===== src/rtl/spm_dma_pkg.sv =====
// spm_dma_pkg: FSM state encoding, default widths and SPM bus constants
// shared by the spm_dma block-copy engine and its pointer sub-module.
package spm_dma_pkg;

   localparam int unsigned ADDR_W_DEF = 5;
   localparam int unsigned LEN_W_DEF  = 16;

   localparam logic ENABLE_  = 1'b0;
   localparam logic DISABLE_ = 1'b1;
   localparam logic READ     = 1'b1;
   localparam logic WRITE    = 1'b0;

   typedef enum logic [1:0] {
      IDLE = 2'd0,
      RD   = 2'd1,
      WR   = 2'd2,
      FIN  = 2'd3
   } state_t;

endpackage


===== src/rtl/spm_dma_ptr.sv =====
// spm_dma_ptr: word-address pointer, loaded at transfer start and advanced
// with modulo-2^ADDR_W wrap; ptr_inc exposes the next address for look-ahead.
module spm_dma_ptr
   import spm_dma_pkg::*;
#(
   parameter int unsigned ADDR_W = ADDR_W_DEF
) (
   input  logic              clk,
   input  logic              reset_,
   input  logic              load,
   input  logic              adv,
   input  logic [ADDR_W-1:0] load_val,
   output logic [ADDR_W-1:0] ptr,
   output logic [ADDR_W-1:0] ptr_inc
);

   assign ptr_inc = ptr + ADDR_W'(1);

   always_ff @(posedge clk or negedge reset_) begin
      if (!reset_)
         ptr <= '0;
      else if (load)
         ptr <= load_val;
      else if (adv)
         ptr <= ptr_inc;
   end

endmodule


===== src/rtl/spm_dma.sv =====
// spm_dma: block-copy bus initiator that owns SPM port B while busy.
// Optional constant-fill mode (no reads, 1 cycle/word) under `SPM_DMA_FILL_EN.
module spm_dma
   import spm_dma_pkg::*;
#(
   parameter int unsigned ADDR_W = ADDR_W_DEF,
   parameter int unsigned LEN_W  = LEN_W_DEF
) (
   input  logic             clk,
   input  logic             reset_,
   input  logic             start,
   input  logic             abort,
   input  logic [31:0]      src_addr,
   input  logic [31:0]      dst_addr,
   input  logic [LEN_W-1:0] len,
`ifdef SPM_DMA_FILL_EN
   input  logic             fill,
   input  logic [31:0]      fill_data,
`endif
   output logic             busy,
   output logic             done,
   output logic [31:0]      spm_addr,
   output logic             spm_as_,
   output logic             spm_rw,
   output logic [31:0]      spm_wr_data,
   input  logic [31:0]      spm_rd_data
);

   state_t             state_q, state_d;
   logic [LEN_W-1:0]   remain_q;
   logic [ADDR_W-1:0]  addr_q, addr_d;
   logic [ADDR_W-1:0]  src_ptr, src_inc, dst_ptr, dst_inc;
   logic               as_d, rw_d, busy_d, done_d;
   logic               load, adv;
   logic               fill_start, fill_q;
   logic [31:0]        wdata;
   logic               wr_phase;
   logic               unused_bits;

`ifdef SPM_DMA_FILL_EN
   logic [31:0] fill_data_q;

   always_ff @(posedge clk or negedge reset_) begin
      if (!reset_) begin
         fill_q      <= 1'b0;
         fill_data_q <= '0;
      end else if (load) begin
         fill_q      <= fill;
         fill_data_q <= fill_data;
      end
   end

   assign fill_start = fill;
   assign wdata      = fill_q ? fill_data_q : spm_rd_data;
`else
   assign fill_q     = 1'b0;
   assign fill_start = 1'b0;
   assign wdata      = spm_rd_data;
`endif

   assign unused_bits = ^{src_addr[31:ADDR_W], dst_addr[31:ADDR_W], src_ptr};

   spm_dma_ptr #(.ADDR_W(ADDR_W)) u_src_ptr (
      .clk      (clk),
      .reset_   (reset_),
      .load     (load),
      .adv      (adv),
      .load_val (src_addr[ADDR_W-1:0]),
      .ptr      (src_ptr),
      .ptr_inc  (src_inc)
   );

   spm_dma_ptr #(.ADDR_W(ADDR_W)) u_dst_ptr (
      .clk      (clk),
      .reset_   (reset_),
      .load     (load),
      .adv      (adv),
      .load_val (dst_addr[ADDR_W-1:0]),
      .ptr      (dst_ptr),
      .ptr_inc  (dst_inc)
   );

   // Bus outputs are computed for the state being entered, so they are
   // registered alongside the state and line up with it cycle for cycle.
   always_comb begin
      state_d = state_q;
      addr_d  = addr_q;
      as_d    = DISABLE_;
      rw_d    = READ;
      busy_d  = 1'b0;
      done_d  = 1'b0;
      load    = 1'b0;
      adv     = 1'b0;
      if (abort) begin
         state_d = IDLE;
      end else begin
         case (state_q)
            IDLE: begin
               if (start) begin
                  load = 1'b1;
                  if (len == '0) begin
                     state_d = FIN;
                     done_d  = 1'b1;
                  end else if (fill_start) begin
                     state_d = WR;
                     busy_d  = 1'b1;
                     as_d    = ENABLE_;
                     rw_d    = WRITE;
                     addr_d  = dst_addr[ADDR_W-1:0];
                  end else begin
                     state_d = RD;
                     busy_d  = 1'b1;
                     as_d    = ENABLE_;
                     addr_d  = src_addr[ADDR_W-1:0];
                  end
               end
            end
            RD: begin
               state_d = WR;
               busy_d  = 1'b1;
               as_d    = ENABLE_;
               rw_d    = WRITE;
               addr_d  = dst_ptr;
            end
            WR: begin
               adv = 1'b1;
               if (remain_q == LEN_W'(1)) begin
                  state_d = FIN;
                  done_d  = 1'b1;
               end else if (fill_q) begin
                  busy_d  = 1'b1;
                  as_d    = ENABLE_;
                  rw_d    = WRITE;
                  addr_d  = dst_inc;
               end else begin
                  state_d = RD;
                  busy_d  = 1'b1;
                  as_d    = ENABLE_;
                  addr_d  = src_inc;
               end
            end
            FIN:     state_d = IDLE;
            default: state_d = IDLE;
         endcase
      end
   end

   always_ff @(posedge clk or negedge reset_) begin
      if (!reset_) begin
         state_q  <= IDLE;
         remain_q <= '0;
         addr_q   <= '0;
         spm_as_  <= DISABLE_;
         spm_rw   <= READ;
         busy     <= 1'b0;
         done     <= 1'b0;
      end else begin
         state_q  <= state_d;
         addr_q   <= addr_d;
         spm_as_  <= as_d;
         spm_rw   <= rw_d;
         busy     <= busy_d;
         done     <= done_d;
         if (load)
            remain_q <= len;
         else if (adv)
            remain_q <= remain_q - LEN_W'(1);
      end
   end

   assign spm_addr = {{(32 - ADDR_W){1'b0}}, addr_q};

   // SPM read data only arrives in the WR cycle itself, so it is forwarded
   // straight onto the write bus, qualified by the registered write strobe.
   assign wr_phase    = (spm_as_ == ENABLE_) && (spm_rw == WRITE);
   assign spm_wr_data = wr_phase ? wdata : '0;

endmodule


===== config.mk =====
export PLATFORM = sky130hd
export DESIGN_NAME = spm_dma
export DESIGN_NICKNAME = d
export VERILOG_FILES = /design/src/rtl/spm_dma_pkg.sv /design/src/rtl/spm_dma_ptr.sv /design/src/rtl/spm_dma.sv
export SDC_FILE = /design/constraint.sdc
export NUM_CORES = 1
export LEC_CHECK = 0
export ABC_CLOCK_PERIOD_IN_PS = 2260
export CORE_ASPECT_RATIO = 0.75
export CORE_MARGIN = 2
export CORE_UTILIZATION = 30
export CTS_CLUSTER_SIZE = 8
export DETAILED_ROUTE_END_ITERATION = 6
export HOLD_SLACK_MARGIN = 0.03
export PLACE_DENSITY = 0.81
export SLEW_MARGIN = 5
export SYNTH_ARGS = -nofsm -noshare
export SYNTH_HDL_FRONTEND = slang
export SYNTH_SLANG_ARGS = --single-unit

===== constraint.sdc =====
create_clock -name clk -period 2.26 [get_ports clk]
set_input_delay 0.339 -clock clk [delete_from_list [all_inputs] [get_ports clk]]
set_output_delay 0.339 -clock clk [all_outputs]
set_load 0.01 [all_outputs]

* Yosys cells after proc, flatten, opt, wreduce, memory -nomap -nowiden *
Cells that the tools add are included.
Widths: inputs -> output; s select.

operators by class
  equality and inequality tests = 8
  mux-type cells = 36
  add/subtract/negate cells = 3
  bitwise gates (word level) = 3
  reduce and logical (&&, ||, !) cells = 6

operator list
  cell                   number
  $mux 5                 7
  $mux 16                2
  $mux 32                1
  $mux 1                 17
  $eq 16x1->1 const B    1
  $logic_not 16->1       1
  $sub 16x1->16 const B  1
  $pmux 5 s3             1
  $add 5x1->5 const B    2
  $mux 2                 4
  $pmux 2 s4             1
  $ne 2x2->1 const B     3
  $pmux 1 s3             2
  $reduce_and 5->1       1
  $eq 2x2->1 const B     2
  $ne 3x3->1 const B     1
  $not 1->1              3
  $reduce_bool 3->1      1
  $eq 2x1->1 const B     1
  $logic_not 2->1        1
  $pmux 1 s2             1
  $reduce_bool 2->1      1
  $logic_and 1x1->1      1

storage, ports and cells
  logic and storage cells = 65
  register bits = 37
  output and inout port bits = 68
  input port bits = 116

* Depth between registers and ports, before layout *
  depth after elaboration = 5
  mapped depth = 8
  gate-level depth less buffers = 7

* By module *
Synthesis repeated with hierarchy kept, for this count alone.

second synthesis, totals
  cell total of the unflattened synthesis = 291
  area total of the unflattened synthesis = 2617.5 um2

by module, submodules not included
  module                   cells an instance  seq. area each (um2)  times used  area an instance (um2)
  spm_dma                  229                678.2                 1           2010.7
  spm_dma_ptr (u_dst_ptr)  30                 125.1                 1           315.3
  spm_dma_ptr (u_src_ptr)  32                 125.1                 1           291.5

* Worst setup path before layout *
OpenSTA, ideal clock, no wires.

  path kind = register to register
  start = reg remain_q[5]
  end = reg addr_q[0]
  clock period less this slack = 1.880 ns
  stages on the path, launching flop included = 6
  arrival = 1.755 ns
  buffers on the path = 0
  slack = 0.380 ns
  setup time = 0.125 ns
  data required time = 2.135 ns
  path through = dfrtp_1 > or4_4 > nor3b_2 > and4_4 > nor4_4 > mux2_4

between the ends
  longest elaborated chain between the ends = 3

ends and longest elaborated chain
  what                        line            source
  start, declared             spm_dma.sv:30   logic [LEN_W-1:0] remain_q;
  start signal, assigned      spm_dma.sv:165  remain_q <= len;
  start signal, assigned      spm_dma.sv:167  remain_q <= remain_q - LEN_W'(1);
  $eq 16x1->1                 spm_dma.sv:127  if (remain_q == LEN_W'(1)) begin
  $ne 2x2->1 (no line)        --
  $reduce_and 5->1 (no line)  --
  end signal, assigned        spm_dma.sv:159  addr_q <= addr_d;
  end, declared               spm_dma.sv:31   logic [ADDR_W-1:0] addr_q, addr_d;

No other way between the ends.
A chain may end at the register's enable or synchronous reset.

* Final worst setup path *
  start = reg spm_as_
  end = out spm_wr_data[20]

between the ends
  longest elaborated chain between the ends = 3

ends and longest elaborated chain
  what                    line            source
  start, declared         spm_dma.sv:23   output logic spm_as_,
  start signal, assigned  spm_dma.sv:160  spm_as_ <= as_d;
  $not 1->1               spm_dma.sv:175  assign wr_phase = (spm_as_ == ENABLE_) && (spm_rw == WRITE);
  $logic_and 1x1->1       spm_dma.sv:175
  $mux 32                 spm_dma.sv:176  assign spm_wr_data = wr_phase ? wdata : '0;
  end, declared           spm_dma.sv:25   output logic [31:0] spm_wr_data,

No other way between the ends.

==> flow_results.xml <==
<?xml version="1.0" encoding="UTF-8"?>
<metrics>
  <group name="setup_path">
    <metric name="reg2reg_setup_slack" unit="ns">0.20</metric>
    <metric name="worst-setup-path-type" unit="">reg2out</metric>
    <metric name="regToRegEndpoint" unit="">addr_q[1]$_DFFE_PN0P_</metric>
    <metric name="critical_path_arrival" unit="ns">1.81</metric>
    <metric name="cp.required" unit="ns">1.92</metric>
    <metric name="critical_path.reg2reg.startpoint" unit="">remain_q[8]$_DFFE_PN0P_</metric>
    <metric name="crit_path_start_kind" unit="">flip-flop</metric>
    <metric name="crit_path_max_fanout" unit="">32</metric>
    <metric name="critical_path.endpoint_type" unit="">output port</metric>
    <metric name="r2r.worst_path.cells" unit="">5</metric>
  </group>
  <group name="synth">
    <metric name="yosys.area.top_type" unit="">dfrtp_1</metric>
    <metric name="synth-async-reset-ratio" unit="%">100.0</metric>
    <metric name="synth_flop_cell" unit="">dfrtp_1</metric>
    <metric name="synth_top_cells_by_count" unit="">dfrtp_1, nor2_1, and2_1, a21oi_1, buf_4</metric>
    <metric name="synthesis.instances" unit="">325</metric>
    <metric name="synth_seq_area_share" unit="%">34.56</metric>
    <metric name="biggest_area_contributors_in_the_synthesized_netlist" unit="">dfrtp_1, and2_1, buf_4, a21oi_1, nor2_1</metric>
    <metric name="synth-seq-cells" unit="">37</metric>
    <metric name="synthesis.area" unit="sq um">2686</metric>
    <metric name="ys_warn_count" unit="">0</metric>
    <metric name="synthesis.area_per_instance" unit="sq um">8.266</metric>
    <metric name="yosys_cell_types" unit="">42</metric>
    <metric name="synth_edf_count" unit="">0</metric>
    <metric name="post-synth-top-area-fraction" unit="%">32.60</metric>
  </group>
  <group name="timing">
    <metric name="timing.clock.skew" unit="ns">0.004943</metric>
    <metric name="final.period_utilization" unit="%">95.23</metric>
    <metric name="final-max-slew-violation-count" unit="">0</metric>
    <metric name="timing_hold_violations_final" unit="">0</metric>
    <metric name="setup_ws" unit="ns">0.1079</metric>
    <metric name="slew_headroom" unit="%">56.84</metric>
    <metric name="worstMarginPinSlew" unit="ns">0.6406</metric>
    <metric name="setup_repair_after_global_routing_missed_its_margin" unit="">true</metric>
    <metric name="finalWorstPathRequiredPeriod" unit="ns">2.152</metric>
    <metric name="achievable-frequency" unit="GHz">0.4647</metric>
    <metric name="setup_viol" unit="">0</metric>
  </group>
  <group name="final_layout">
    <metric name="antenna-diode-count" unit="">0</metric>
    <metric name="layout.cell_area.non_filler" unit="sq um">3978</metric>
    <metric name="area_growth" unit="%">48.07</metric>
    <metric name="final_nets" unit="">556</metric>
    <metric name="layout-drive-gt1-share" unit="%">9.931</metric>
  </group>
  <group name="power_and_ir_drop">
    <metric name="vdd.ir_drop.worst" unit="uV">375.9</metric>
    <metric name="total_leakage_power" unit="nW">1.599</metric>
    <metric name="power-per-cell-area" unit="nW/um^2">946.0</metric>
    <metric name="design_power_total" unit="W">0.003763</metric>
  </group>
  <group name="global_routing">
    <metric name="global_route_usage_sum" unit="%">16.73</metric>
    <metric name="grt_first_pass_wirelength" unit="microns">13100</metric>
    <metric name="grt_start_max_net_pins" unit="">38</metric>
    <metric name="antenna_found_initial" unit="">0</metric>
    <metric name="grt.overflow.total" unit="">0</metric>
    <metric name="number_of_global_route_vias_before_repair" unit="">2559</metric>
  </group>
  <group name="clocking">
    <metric name="cts-htree-levels" unit="">2</metric>
    <metric name="number_of_setup_buffers_added_after_cts" unit="">0</metric>
    <metric name="cts.sink_count" unit="">37</metric>
    <metric name="ctsHoldBuffers" unit="">0</metric>
    <metric name="cts.root.buffer_cell" unit="">clkbuf_16</metric>
    <metric name="cts_made_buffers" unit="">5</metric>
    <metric name="clk_path_buf_depth" unit="">2</metric>
    <metric name="clk_pin_slew_worst_paths" unit="ns">0.06</metric>
    <metric name="worstSkewPairLatency" unit="ns">0.28</metric>
    <metric name="cts_tree" unit="">done</metric>
  </group>
  <group name="status">
    <metric name="violations" unit="">DRC</metric>
    <metric name="status" unit="">complete, but fails checks</metric>
  </group>
  <group name="floorplan">
    <metric name="dieHeight" unit="microns">85.95</metric>
    <metric name="io_pins" unit="">184</metric>
    <metric name="design.core.area" unit="sq um">8563</metric>
    <metric name="chipWidth" unit="microns">113.3</metric>
    <metric name="die_footprint" unit="sq um">9735</metric>
    <metric name="rows" unit="">29</metric>
    <metric name="start_util" unit="%">31.37</metric>
  </group>
  <group name="job">
    <metric name="maxCapViolCount" unit="">0</metric>
  </group>
  <group name="placed_design">
    <metric name="io_buffers" unit="">102</metric>
    <metric name="dpl.hpwl" unit="microns">6070</metric>
    <metric name="place_ws" unit="ns">-0.2724</metric>
    <metric name="post_dp_cell_area" unit="sq um">3812</metric>
    <metric name="gp_congestion" unit="">0.8641</metric>
  </group>
  <group name="routing">
    <metric name="drc" unit="">7</metric>
    <metric name="detail_route.wl_per_cell" unit="microns">14.95</metric>
    <metric name="drt.antenna.violating_nets" unit="">0</metric>
    <metric name="vias" unit="">2746</metric>
    <metric name="first_pass_iters" unit="">7</metric>
    <metric name="detailedRoute.firstIterationViolations" unit="">165</metric>
    <metric name="vias_per_cell" unit="">5.076</metric>
    <metric name="drt_wl_total" unit="microns">8087</metric>
  </group>
  <group name="worst_hold_path">
    <metric name="worstHoldPathType" unit="">in2async</metric>
  </group>
</metrics>
==> where the power goes <==
part	switching [W]	total, W	internal, W
clock network	0.000268	0.000735	0.000467
registers	0.000338	0.00131	0.000970
logic	0.000858	0.00172	0.000863
==> layout make-up <==
cell class / count / area [sq um]
fill: 808 / 4586
multi-input combinational: 260 / 1558
timing repair buffer: 120 / 1169
sequential: 37 / 928.4
clock buffer: 7 / 152.6
tap: 108 / 135.1
inverter: 8 / 30.03
clock inverter: 1 / 5.005
==> through the flow <==
step | std cells | TNS, ns | utilization [%] | hold WS, ns
2_1_floorplan | 351 | 0 | - | 0.04341
3_3_place_gp | 533 | -4.710 | 44.52 | 0.5007
3_5_place_dp | 533 | -8.107 | 44.52 | 0.5003
4_1_cts | 541 | 0 | 46.45 | 0.5017
5_1_grt | 541 | -0.03462 | 46.45 | 0.5422
6_report | 541 | 0 | 46.45 | 0.4808
==> cells in the final DEF (no fill, tap or decap), types with 9 or more instances in the layout <==
master / instances
clkdlybuf4s50_1: 102
a21oi_1: 32
and2_1: 34
a22oi_1: 12
nor3_1: 10
o22ai_1: 9
buf_4: 17
conb_1: 27
nor2_1: 34
dfrtp_1: 35
nand2_1: 18
o21ai_0: 22
==> worst max-delay path, stage by stage, from the launching register on <==
cell and delay (ns):
dfstp_2 0.38, nor2_4 0.40, and2_1 0.20, clkdlybuf4s50_1 0.55
==> worst max-delay path by stage <==
stage	end	startpoint	cells past startpoint
6_report	spm_wr_data[20]	spm_as_$_DFF_PN1_	3
5_1_grt	spm_wr_data[20]	spm_as_$_DFF_PN1_	3
4_1_cts	spm_wr_data[26]	spm_as_$_DFF_PN1_	3
3_5_place_dp	spm_wr_data[26]	spm_as_$_DFF_PN1_	3
3_3_place_gp	spm_wr_data[26]	spm_as_$_DFF_PN1_	3
2_1_floorplan	addr_q[0]$_DFFE_PN0P_	remain_q[5]$_DFFE_PN0P_	5
==> cells by family after synthesis <==
| group | after synthesis | synth area share [%] |
|---|---|---|
| simple gates | 124 | 25.20 |
| compound gates | 89 | 19.84 |
| buf+inv | 54 | 11.36 |
| flops | 37 | 34.56 |
| fa+ha+maj | 8 | 3.726 |
| xor+xnor | 6 | 1.956 |
| mux | 6 | 3.214 |
| other cells | 1 | 0.1396 |
==> what timing repair did <==
item,in CTS,in global routing
gates resized for setup,2,0
endpoints found under the hold margin,0,0
endpoints found under the setup margin,32,3
==> routing by layer <==
| metal | GRT usage (%) | vias to the layer above | share of wire [%] |
|---|---|---|---|
| met1 | 22.72 | 1295 | 43 |
| met2 | 27.33 | 137 | 48 |
| li1 | - | 1301 | - |
| met3 | 2.898 | 13 | 6.9 |
| met5 | 0 | - | 0 |
| met4 | 5.211 | 0 | 1.6 |
==> sequential cells by signal (all words and copies together) (netlist names) <==
register / cells
remain_q: 16
addr_q: 5
u_dst_ptr.ptr: 5
u_src_ptr.ptr: 5
state_q: 2
busy: 1
done: 1
spm_as_: 1
spm_rw: 1
No activity file was read; power rests on OpenSTA's default activity.
